File: src/rtl/wt_cache_pkg.sv
// Shared types and helpers for the write-through D$ subsystem.
package wt_cache_pkg;

  // Widest address any helper in this package handles.
  localparam int unsigned MaxAddrW = 64;

  typedef enum logic [0:0] {
    IDLE   = 1'b0,
    EXPAND = 1'b1
  } inval_gen_state_e;

  // Clear the byte-in-line bits of an address; line_bytes must be a power of two.
  function automatic logic [MaxAddrW-1:0] line_align(input logic [MaxAddrW-1:0] addr,
                                                     input int unsigned         line_bytes);
    logic [MaxAddrW-1:0] mask;
    mask = ~(MaxAddrW'(line_bytes) - MaxAddrW'(1));
    return addr & mask;
  endfunction

endpackage

File: src/rtl/fifo_v3.sv
// Synchronous FIFO with occupancy output. A push into a full FIFO is
// accepted when a pop happens in the same cycle, so occupancy passes through.
module fifo_v3 #(
  parameter bit          FALL_THROUGH = 1'b0,
  parameter int unsigned DATA_WIDTH   = 32,
  parameter int unsigned DEPTH        = 8,
  localparam int unsigned ADDR_DEPTH  = (DEPTH > 1) ? $clog2(DEPTH) : 1
) (
  input  logic                  clk_i,
  input  logic                  rst_ni,
  input  logic                  flush_i,
  output logic                  full_o,
  output logic                  empty_o,
  output logic [ADDR_DEPTH-1:0] usage_o,
  input  logic [DATA_WIDTH-1:0] data_i,
  input  logic                  push_i,
  output logic [DATA_WIDTH-1:0] data_o,
  input  logic                  pop_i
);

  logic [DATA_WIDTH-1:0] mem_q [DEPTH];
  logic [ADDR_DEPTH-1:0] rd_ptr_q, wr_ptr_q;
  logic [ADDR_DEPTH:0]   count_q;
  logic                  bypass, do_wr, do_rd;

  // In fall-through mode an empty FIFO forwards a simultaneous push straight to the pop.
  assign bypass  = FALL_THROUGH && (count_q == '0) && push_i && pop_i;
  assign full_o  = (count_q == (ADDR_DEPTH+1)'(DEPTH));
  assign empty_o = (count_q == '0) && !(FALL_THROUGH && push_i);
  assign usage_o = count_q[ADDR_DEPTH-1:0];
  assign data_o  = (FALL_THROUGH && count_q == '0) ? data_i : mem_q[rd_ptr_q];

  assign do_wr = push_i && (!full_o || pop_i) && !bypass;
  assign do_rd = pop_i && !empty_o && !bypass;

  // Pointer and occupancy bookkeeping.
  always_ff @(posedge clk_i or negedge rst_ni) begin
    if (!rst_ni) begin
      rd_ptr_q <= '0;
      wr_ptr_q <= '0;
      count_q  <= '0;
    end else if (flush_i) begin
      rd_ptr_q <= '0;
      wr_ptr_q <= '0;
      count_q  <= '0;
    end else begin
      if (do_wr) wr_ptr_q <= (wr_ptr_q == ADDR_DEPTH'(DEPTH - 1)) ? '0 : wr_ptr_q + 1'b1;
      if (do_rd) rd_ptr_q <= (rd_ptr_q == ADDR_DEPTH'(DEPTH - 1)) ? '0 : rd_ptr_q + 1'b1;
      if (do_wr && !do_rd)      count_q <= count_q + 1'b1;
      else if (do_rd && !do_wr) count_q <= count_q - 1'b1;
    end
  end

  // Storage; contents are only meaningful where the pointers say so.
  always_ff @(posedge clk_i) begin
    if (do_wr) mem_q[wr_ptr_q] <= data_i;
  end

endmodule

File: src/rtl/wt_inval_gen.sv
// Snoops foreign write bursts, expands them into line-aligned D$
// invalidations, drops back-to-back repeats of the same line, and hands
// them to the cache through a small FIFO with valid/ready flow control.
module wt_inval_gen
  import wt_cache_pkg::*;
#(
  parameter int unsigned AddrWidth = 64,
  parameter int unsigned LineBytes = 16,
  parameter int unsigned FifoDepth = 4
) (
  input  logic                 clk_i,
  input  logic                 rst_i,
  input  logic                 enable_i,
  input  logic                 snoop_valid_i,
  output logic                 snoop_ready_o,
  input  logic [AddrWidth-1:0] snoop_addr_i,
  input  logic [7:0]           snoop_len_i,
  input  logic [2:0]           snoop_size_i,
  output logic [63:0]          inval_addr_o,
  output logic                 inval_valid_o,
  input  logic                 inval_ready_i,
  output logic                 busy_o,
  output logic [31:0]          inval_cnt_o
);

  localparam int unsigned LineOffW = $clog2(LineBytes);
  localparam int unsigned UsageW   = (FifoDepth > 1) ? $clog2(FifoDepth) : 1;

  inval_gen_state_e     state_q;
  logic                 snoop_ready_q;
  logic [12:0]          remaining_q;
  logic [AddrWidth-1:0] cur_q;
  logic [AddrWidth-1:0] last_line_q;
  logic                 last_vld_q;
  logic [31:0]          cnt_q;

  logic [15:0]          span;
  logic [AddrWidth-1:0] start_line, end_line;
  logic [12:0]          lines;
  logic                 accept, in_expand, suppress, pop, push, advance, drains;
  logic                 fifo_full, fifo_empty;
  logic [UsageW-1:0]    fifo_usage;
  logic [AddrWidth-1:0] fifo_head;

  // Burst geometry: bytes touched, first and last line, and line count.
  assign span       = (16'(snoop_len_i) + 16'd1) << snoop_size_i;
  assign start_line = AddrWidth'(line_align(MaxAddrW'(snoop_addr_i), LineBytes));
  assign end_line   = AddrWidth'(line_align(MaxAddrW'(snoop_addr_i + AddrWidth'(span)
                                                      - AddrWidth'(1)), LineBytes));
  assign lines      = 13'((end_line - start_line) >> LineOffW) + 13'd1;

  assign accept    = (state_q == IDLE) && snoop_valid_i && enable_i;
  assign in_expand = (state_q == EXPAND);
  assign pop       = !fifo_empty && inval_ready_i;
  // A line equal to the newest queued one is already covered.
  assign suppress  = in_expand && last_vld_q && (cur_q == last_line_q);
  assign push      = in_expand && !suppress && (!fifo_full || pop);
  assign advance   = suppress || push;
  // The last queued entry leaves with nothing replacing it.
  assign drains    = pop && !fifo_full && (fifo_usage == UsageW'(1)) && !push;

  // Expander control: accept a burst in IDLE, walk its lines in EXPAND.
  always_ff @(posedge clk_i or posedge rst_i) begin
    if (rst_i) begin
      state_q       <= IDLE;
      snoop_ready_q <= 1'b1;
      remaining_q   <= '0;
    end else begin
      case (state_q)
        IDLE: begin
          if (accept) begin
            remaining_q   <= lines;
            state_q       <= EXPAND;
            snoop_ready_q <= 1'b0;
          end
        end
        EXPAND: begin
          if (advance) begin
            remaining_q <= remaining_q - 13'd1;
            if (remaining_q == 13'd1) begin
              state_q       <= IDLE;
              snoop_ready_q <= 1'b1;
            end
          end
        end
        default: begin
          state_q       <= IDLE;
          snoop_ready_q <= 1'b1;
        end
      endcase
    end
  end

  // Current candidate line; held while the FIFO back-pressures.
  always_ff @(posedge clk_i) begin
    if (accept)       cur_q <= start_line;
    else if (advance) cur_q <= cur_q + AddrWidth'(LineBytes);
  end

  // Dedup flag: armed by every push, dropped once the FIFO runs empty.
  always_ff @(posedge clk_i or posedge rst_i) begin
    if (rst_i)       last_vld_q <= 1'b0;
    else if (push)   last_vld_q <= 1'b1;
    else if (drains) last_vld_q <= 1'b0;
  end

  // Most recently queued line, qualified by last_vld_q.
  always_ff @(posedge clk_i) begin
    if (push) last_line_q <= cur_q;
  end

  // Issued-invalidation counter, wraps naturally.
  always_ff @(posedge clk_i or posedge rst_i) begin
    if (rst_i)    cnt_q <= '0;
    else if (pop) cnt_q <= cnt_q + 32'd1;
  end

  fifo_v3 #(
    .FALL_THROUGH (1'b0),
    .DATA_WIDTH   (AddrWidth),
    .DEPTH        (FifoDepth)
  ) i_fifo (
    .clk_i   (clk_i),
    .rst_ni  (~rst_i),
    .flush_i (1'b0),
    .full_o  (fifo_full),
    .empty_o (fifo_empty),
    .usage_o (fifo_usage),
    .data_i  (cur_q),
    .push_i  (push),
    .data_o  (fifo_head),
    .pop_i   (pop)
  );

  assign snoop_ready_o = snoop_ready_q;
  assign inval_valid_o = !fifo_empty;
  // Storage is not reset, so present zero whenever nothing is queued.
  assign inval_addr_o  = fifo_empty ? 64'd0 : 64'(fifo_head);
  assign busy_o        = in_expand | !fifo_empty;
  assign inval_cnt_o   = cnt_q;

endmodule

File: config.mk
export PLATFORM = sky130hd
export DESIGN_NAME = wt_inval_gen
export DESIGN_NICKNAME = d
export VERILOG_FILES = /design/src/rtl/wt_cache_pkg.sv /design/src/rtl/fifo_v3.sv /design/src/rtl/wt_inval_gen.sv
export SDC_FILE = /design/constraint.sdc
export NUM_CORES = 1
export LEC_CHECK = 0
export CORE_ASPECT_RATIO = 0.9
export CORE_MARGIN = 2
export CORE_UTILIZATION = 58
export DETAILED_ROUTE_END_ITERATION = 6
export GPL_ROUTABILITY_DRIVEN = 0
export MAX_ROUTING_LAYER = met4
export PLACE_DENSITY = 0.81
export SYNTH_ARGS = -nofsm -noshare
export SYNTH_HDL_FRONTEND = slang
export SYNTH_SLANG_ARGS = --single-unit
File: constraint.sdc
create_clock -name clk_i -period 7.2 [get_ports clk_i]
set_clock_uncertainty 0.2 [all_clocks]
set_input_delay 1.44 -clock clk_i [delete_from_list [all_inputs] [get_ports clk_i]]
set_output_delay 1.44 -clock clk_i [all_outputs]
set_load 0.02 [all_outputs]
# Word-level counts from Yosys, hierarchy flattened
# Memory sizes are Yosys's and may differ from the RTL's.
# Cells that the tools add are included.
# Widths: inputs -> output; s select.
[op_classes]
addsub = 12
mul = 0
div = 0
magnitude_cmp = 0
eq_ne = 9
shifts = 1
n_mux = 22
n_bitwise = 2
reduce_logical = 28
[op_table]
columns = ["operator", "n"]
rows = [
  ["$mux 64", 3],
  ["$add 64x5->64 const B", 1],
  ["$eq 64x64->1", 1],
  ["$add 32x1->32 const B", 1],
  ["$mux 13", 2],
  ["$pmux 13 s2", 1],
  ["$add 17x16->17", 1],
  ["$sub 17x1->17 const B", 1],
  ["$sub 17x17->17", 1],
  ["$shl 9x3->16", 1],
  ["$logic_and 1x1->1", 14],
  ["$add 13x1->13 const B", 1],
  ["$eq 13x1->1 const B", 1],
  ["$sub 13x1->13 const B", 1],
  ["$mux 1", 10],
  ["$add 8x1->9 const B", 1],
  ["$logic_not 1->1", 6],
  ["$mux 3", 2],
  ["$reduce_bool 2->1", 3],
  ["$add 2x1->2 const B", 2],
  ["$eq 2x2->1 const B", 2],
  ["$mux 2", 2],
  ["$ne 2x1->1 const B", 2],
  ["$pmux 1 s2", 2],
  ["other kinds (11)", 12],
]
[word_totals]
regBits = 183
latchBits = 0
ramBits = 256
mem_bits_ro = 0
out_inout_bits = 99
memories = 1
[mem_list]
columns = ["memory", "words", "width", "rd", "rd_ports_with_merged_regs", "write_ports", "line_no", "text"]
rows = [
  ["i_fifo.mem_q", 4, 64, 1, 0, 1, "fifo_v3.sv:21", "logic [DATA_WIDTH-1:0] mem_q [DEPTH];"],
]

# Depth between registers and ports, before layout
[logic_depth]
ltp_word = 10
ltp_mapped = 28
ltp_nobuf = 26

# By module
# Synthesis repeated with hierarchy kept, for this count alone.
[hier_totals]
cells_unflattened = 1522
area_unflattened_um2 = 20563.5
[by_module_without_submodules]
columns = ["module", "instances", "cells_per_inst", "area_per_inst_um2", "seq_area_each_um2"]
rows = [
  ["wt_inval_gen", 1, 1139, 10861.7, 4805.9],
  ["fifo_v3", 1, 383, 9701.8, 7862.5],
]

# Least setup slack after synthesis
# Ideal clock, no wire load.
[synth_timing]
path_kind = "input-to-reg"
from = "input port snoop_size_i[0]"
to = "register remaining_q[11]"
setup_ns = 0.236
t_arrival_ns = 6.530
required_time_ns = 6.764
path_slack_ns = 0.234
stages = 23
n_path_buf = 2
path_cell_list = "clkbuf_1 clkbuf_1 a21oi_1 mux2_2 or2_2 ha_1 inv_1 ha_1 or4_1 o2111ai_1 a311oi_2 a21oi_1 xnor2_1 ha_1 or3b_1 o211ai_1 a311oi_1 or3_4 a2111oi_1 nand3b_1 xor2_1 o32ai_1 a21oi_1"
[synth_via]
elab_chain_len = 7
[synth_rtl]
columns = ["item", "line_no", "text"]
rows = [
  ["start, declared", "wt_inval_gen.sv:18", "input logic [2:0] snoop_size_i,"],
  ["$shl 9x3->16", "wt_inval_gen.sv:46", "assign span = (16'(snoop_len_i) + 16'd1) << snoop_size_i;"],
  ["$add 17x16->17", "wt_inval_gen.sv:48", "assign end_line = AddrWidth'(line_align(MaxAddrW'(snoop_addr_i + AddrWidth'(span)"],
  ["$sub 17x1->17", "wt_inval_gen.sv:49", "- AddrWidth'(1)), LineBytes));"],
  ["$sub 17x17->17", "wt_inval_gen.sv:50", "assign lines = 13'((end_line - start_line) >> LineOffW) + 13'd1;"],
  ["$add 13x1->13", "wt_inval_gen.sv:50", ""],
  ["$mux 13", "wt_inval_gen.sv:71", "if (accept) begin"],
  ["$pmux 13 s2", "wt_inval_gen.sv:69", "case (state_q)"],
  ["end signal, assigned", "wt_inval_gen.sv:72", "remaining_q <= lines;"],
  ["end signal, assigned", "wt_inval_gen.sv:79", "remaining_q <= remaining_q - 13'd1;"],
  ["end, declared", "wt_inval_gen.sv:31", "logic [12:0] remaining_q;"],
]
# Every way passes these cells. The select of a mux whose other input is x is not followed.
# A chain may end at the register's enable or synchronous reset.

# Final worst setup path
[layout_timing]
from = "input port snoop_len_i[0]"
to = "register remaining_q[12]"
[layout_via]
elab_chain_len = 8
[layout_rtl]
columns = ["item", "line_no", "text"]
rows = [
  ["start, declared", "wt_inval_gen.sv:17", "input logic [7:0] snoop_len_i,"],
  ["$add 8x1->9", "wt_inval_gen.sv:46", ""],
  ["$shl 9x3->16", "wt_inval_gen.sv:46", ""],
  ["$add 17x16->17", "wt_inval_gen.sv:48", ""],
  ["$sub 17x1->17", "wt_inval_gen.sv:49", ""],
  ["$sub 17x17->17", "wt_inval_gen.sv:50", ""],
  ["$add 13x1->13", "wt_inval_gen.sv:50", ""],
  ["$mux 13", "wt_inval_gen.sv:71", ""],
  ["$pmux 13 s2", "wt_inval_gen.sv:69", ""],
]
# Every way passes these cells. The select of a mux whose other input is x is not followed.

==> metrics.md <==
| Metric | Value |
|---|---|
| Buffers on Ports | `~170` |
| CP arrival | `7.11 ns` |
| Crit-path slowest cell | `or4_4` |
| Hold_sp | `inval_cnt_o[31]` |
| WS Path Type | `in -> reg` |
| CTS max path bufs | `3` |
| Starting DRT DRC Count | `1183` |
| Status | `finished clean` |
| Post-synth top flop | `edfxtp_1` |
| Worst R2R End | `cur_q[58]` |
| DRC viols | `0` |
| Worst-Margin Slew | `1.13 ns` |
| Register area | `between 10000 and 15000 sq um` |
| Slew Limit Fails | `0` |
| Setup violators final | `0` |
| Critical path's largest stage delay | `0.49 ns` |
| Post-layout util | `around 70%` |
| Area Overhead vs Synth | `20.6%` |
| Tot Pwr | `~0.012 W` |
| Reg2reg setup slack | `2.99 ns` |
| Synth unique cells | `78` |
| Post-synthesis mux area share | `under 10%` |
| Avg Inst Size Synth | `13.2 sq um` |
| Buffers and inverters on the worst path | `4` |
| DP HPWL | `a little over 30000 um` |
| Hold Crit Class | `reg -> reg` |
| Final worst path period share | `approximately 96%` |
| Leakage Power | `8.85 nW` |
| Crit path required time | `between 7 and 8 ns` |
| I/O pin count | `179` |
| Footprint of the multi-input gates | `roughly 7400 sq um` |
| Max-Cap Viols | `0` |
| Pwr Density | `483 nW/um^2` |
| Met1 WL | `18600 um` |
| Grt total ovfl | `0` |
| Total GRT Usage | `26.9%` |
| Vias in the first global route | `13675` |
| Dpl ws | `-0.402 ns` |
| Async set-reset flop share out of synthesis | `roughly an eighth` |
| Total Wirelength | `46700 um` |
| Vias per cell | `just under 6` |
| CTS H-tree depth | `2` |
| Filler cells | `2216` |
| Diode count | `0` |
| Std-Cell Rows | `64` |
| Number of synthesized flops with an enable pin | `360` |
| Clk slew on worst S/H paths | `0.06 ns` |
| Cell Area, Synth | `20100 sq um` |
| Final Hold Viols | `0` |
| Die area | `~36000 sq um` |
| Worst-path fanout max | `4` |
| CP most frequent cell | `ha_1` |
| Setup crit end kind | `register` |
| Post-Synth Simple-Gate Area | `12.6%` |
| Routed WL per cell | `just over 20 um` |
| Post-synthesis sequential area ratio | `60.7%` |
| Crit path time final | `6.90 ns` |
| Clk sinks | `415` |
| Final net count | `about 1900` |
| Register-to-Register Path Depth | `9` |
| XOR/XNOR Fraction of Synth Area | `7.28%` |
| Post-Synthesis Cells | `1521` |
| Peak Freq | `0.145 GHz` |
| Die width | `about 200 um` |
| Worst skew pair latency | `0.55 ns` |
| Instance count on the critical path | `27` |
| Post-CTS Hold Buffers | `0` |
| Fin worst setup slack | `between 0.2 and 0.3 ns` |
| Compound-cell area share of the yosys netlist | `5.81%` |
| Reg2reg start | `cur_q[32]` |
| Max IR drop VDD | `277 uV` |
| Root buffer cell | `clkbuf_16` |
| Crit-path leading delay family | `simple AND/OR/NAND/NOR gates` |
| Core Box Area | `34000 sq um` |
| Largest net degree at the start of global routing | `110` |
| #FFs+latches synth | `415` |
| Hold depth | `1` |
| ANT nets after route | `0` |
| Wire length of the first global-routing pass | `73900 um` |
| Routed length on met2 | `23300 um` |
| CTS tree | `done` |
| Startpoint Class | `input port` |
| Total CTS buffers | `42` |
| DR top layer | `met4` |
| Initial antenna violation count | `0` |
| First-pass iteration count of the detailed router | `6` |
| Die height | `181 um` |
| Initial Util | `59.0%` |
| Post-Synth Adder-Cell Area | `3.50%` |
| Hold-critical path endpoint | `inval_cnt_o[31]` |
| Normalized max-slew margin | `24.2%` |
| Met3 wire length | `3310 um` |
| Largest family of logic cells by synthesized area | `simple AND/OR/NAND/NOR gates` |
| Share of cells above drive strength 1 | `13.8%` |
| Via count | `13250` |
| Yosys warns | `0` |
-- cell families after synthesis --
group / count (synthesis)
AO/OA/AOI/OAI: 192
buffers and inverters: 147
XOR/XNOR: 167
other: 1
adder cells (fa/ha/maj): 55
flip-flops: 415
multiplexers: 71
AND/OR/NAND/NOR: 473
-- stage by stage --
step	hold slack [ns]	cells	area, sq um	setup TNS, ns
6_report	0.283	2251	24200	0
5_1_grt	0.290	2251	24200	-0.0136
4_1_cts	0.283	2247	24100	0
3_5_place_dp	0.264	2170	22700	-1.08
3_3_place_gp	0.261	2170	22700	-0.468
2_1_floorplan	0.250	1524	20100	0
-- report_power, final --
| part | switching (W) | leakage (nW) | internal (W) |
|---|---|---|---|
| sequential | 0.000941 | 4.21 | 0.00414 |
| combinational | 0.00226 | 3.96 | 0.00214 |
| clock | 0.000899 | 0.682 | 0.00132 |
-- final cells by class --
class | count | share of cell area [%]
Sequential cell | 415 | 50.3
Tap cell | 462 | 2.39
Clock buffer | 55 | 4.63
Clock inverter | 22 | 1.18
Timing Repair Buffer | 248 | 9.48
Inverter | 87 | 1.35
Multi-Input combinational cell | 962 | 30.7
-- routing by layer --
metal / vias up / track usage [%]
li1: 6031 / -
met1: 6564 / 33.9
met2: 538 / 44.7
met3: 117 / 4.45
met4: 0 / 9.07
met5: - / -
-- placed cells by master (no fill, tap or decap), types with 30 or more instances in the layout --
| master | n |
|---|---|
| o21ai_0 | 79 |
| clkdlybuf4s50_1 | 174 |
| dfrtp_1 | 52 |
| xor2_1 | 79 |
| nand3_1 | 34 |
| edfxtp_1 | 360 |
| a21oi_1 | 44 |
| mux4_2 | 60 |
| inv_1 | 84 |
| buf_4 | 74 |
| clkbuf_16 | 43 |
| nand4_1 | 30 |
| nand2_1 | 148 |
| nor2_1 | 60 |
| ha_1 | 52 |
| and2_1 | 68 |
| xnor2_1 | 88 |
-- cells in the mapped netlist (all sizes together), types with 6 or more instances --
cell | n | area [sq um]
or3 | 10 | 72.6
and3 | 17 | 106
edfxtp | 360 | 10800
and2 | 72 | 450
xor2 | 79 | 692
ha | 53 | 663
nand3 | 34 | 170
nor2 | 62 | 233
a21o | 6 | 45.0
nand2 | 148 | 556
o21ai | 87 | 435
buf | 15 | 82.6
a2111oi | 8 | 72.6
xnor2 | 88 | 771
nor2b | 20 | 125
dfrtp | 54 | 1350
mux2i | 8 | 80.1
nor4 | 24 | 228
nand2b | 15 | 93.8
mux4 | 60 | 1350
nand4 | 31 | 200
and4 | 8 | 70.1
inv | 86 | 323
clkbuf | 45 | 169
nor3 | 12 | 60.1
a21oi | 48 | 240
or2 | 7 | 43.8
-- state kept, by name, indices dropped and copies added, names as in the netlist, 2 cells and up --
register / cells
i_fifo.mem_q: 240
i_fifo.wr_ptr_q: 2
inval_cnt_o: 32
i_fifo.rd_ptr_q: 2
i_fifo.count_q: 3
remaining_q: 13
cur_q: 60
last_line_q: 60
-- worst max path at each step --
stage                                from              end  slack (ns)
after global routing       snoop_len_i[0]  remaining_q[11]       -0.01
after detailed placement   snoop_len_i[0]  remaining_q[12]       -0.40
after global placement     snoop_len_i[0]  remaining_q[12]       -0.23
after CTS                  snoop_len_i[0]  remaining_q[12]        0.15
after floorplan           snoop_size_i[0]  remaining_q[11]        0.23
final                      snoop_len_i[0]  remaining_q[12]        0.30
-- what timing repair did --
item,in CTS,in global routing
setup buffers,0,4
setup endpoints to repair,0,3
resized for setup,0,13
No activity file was read; power rests on OpenSTA's default activity.
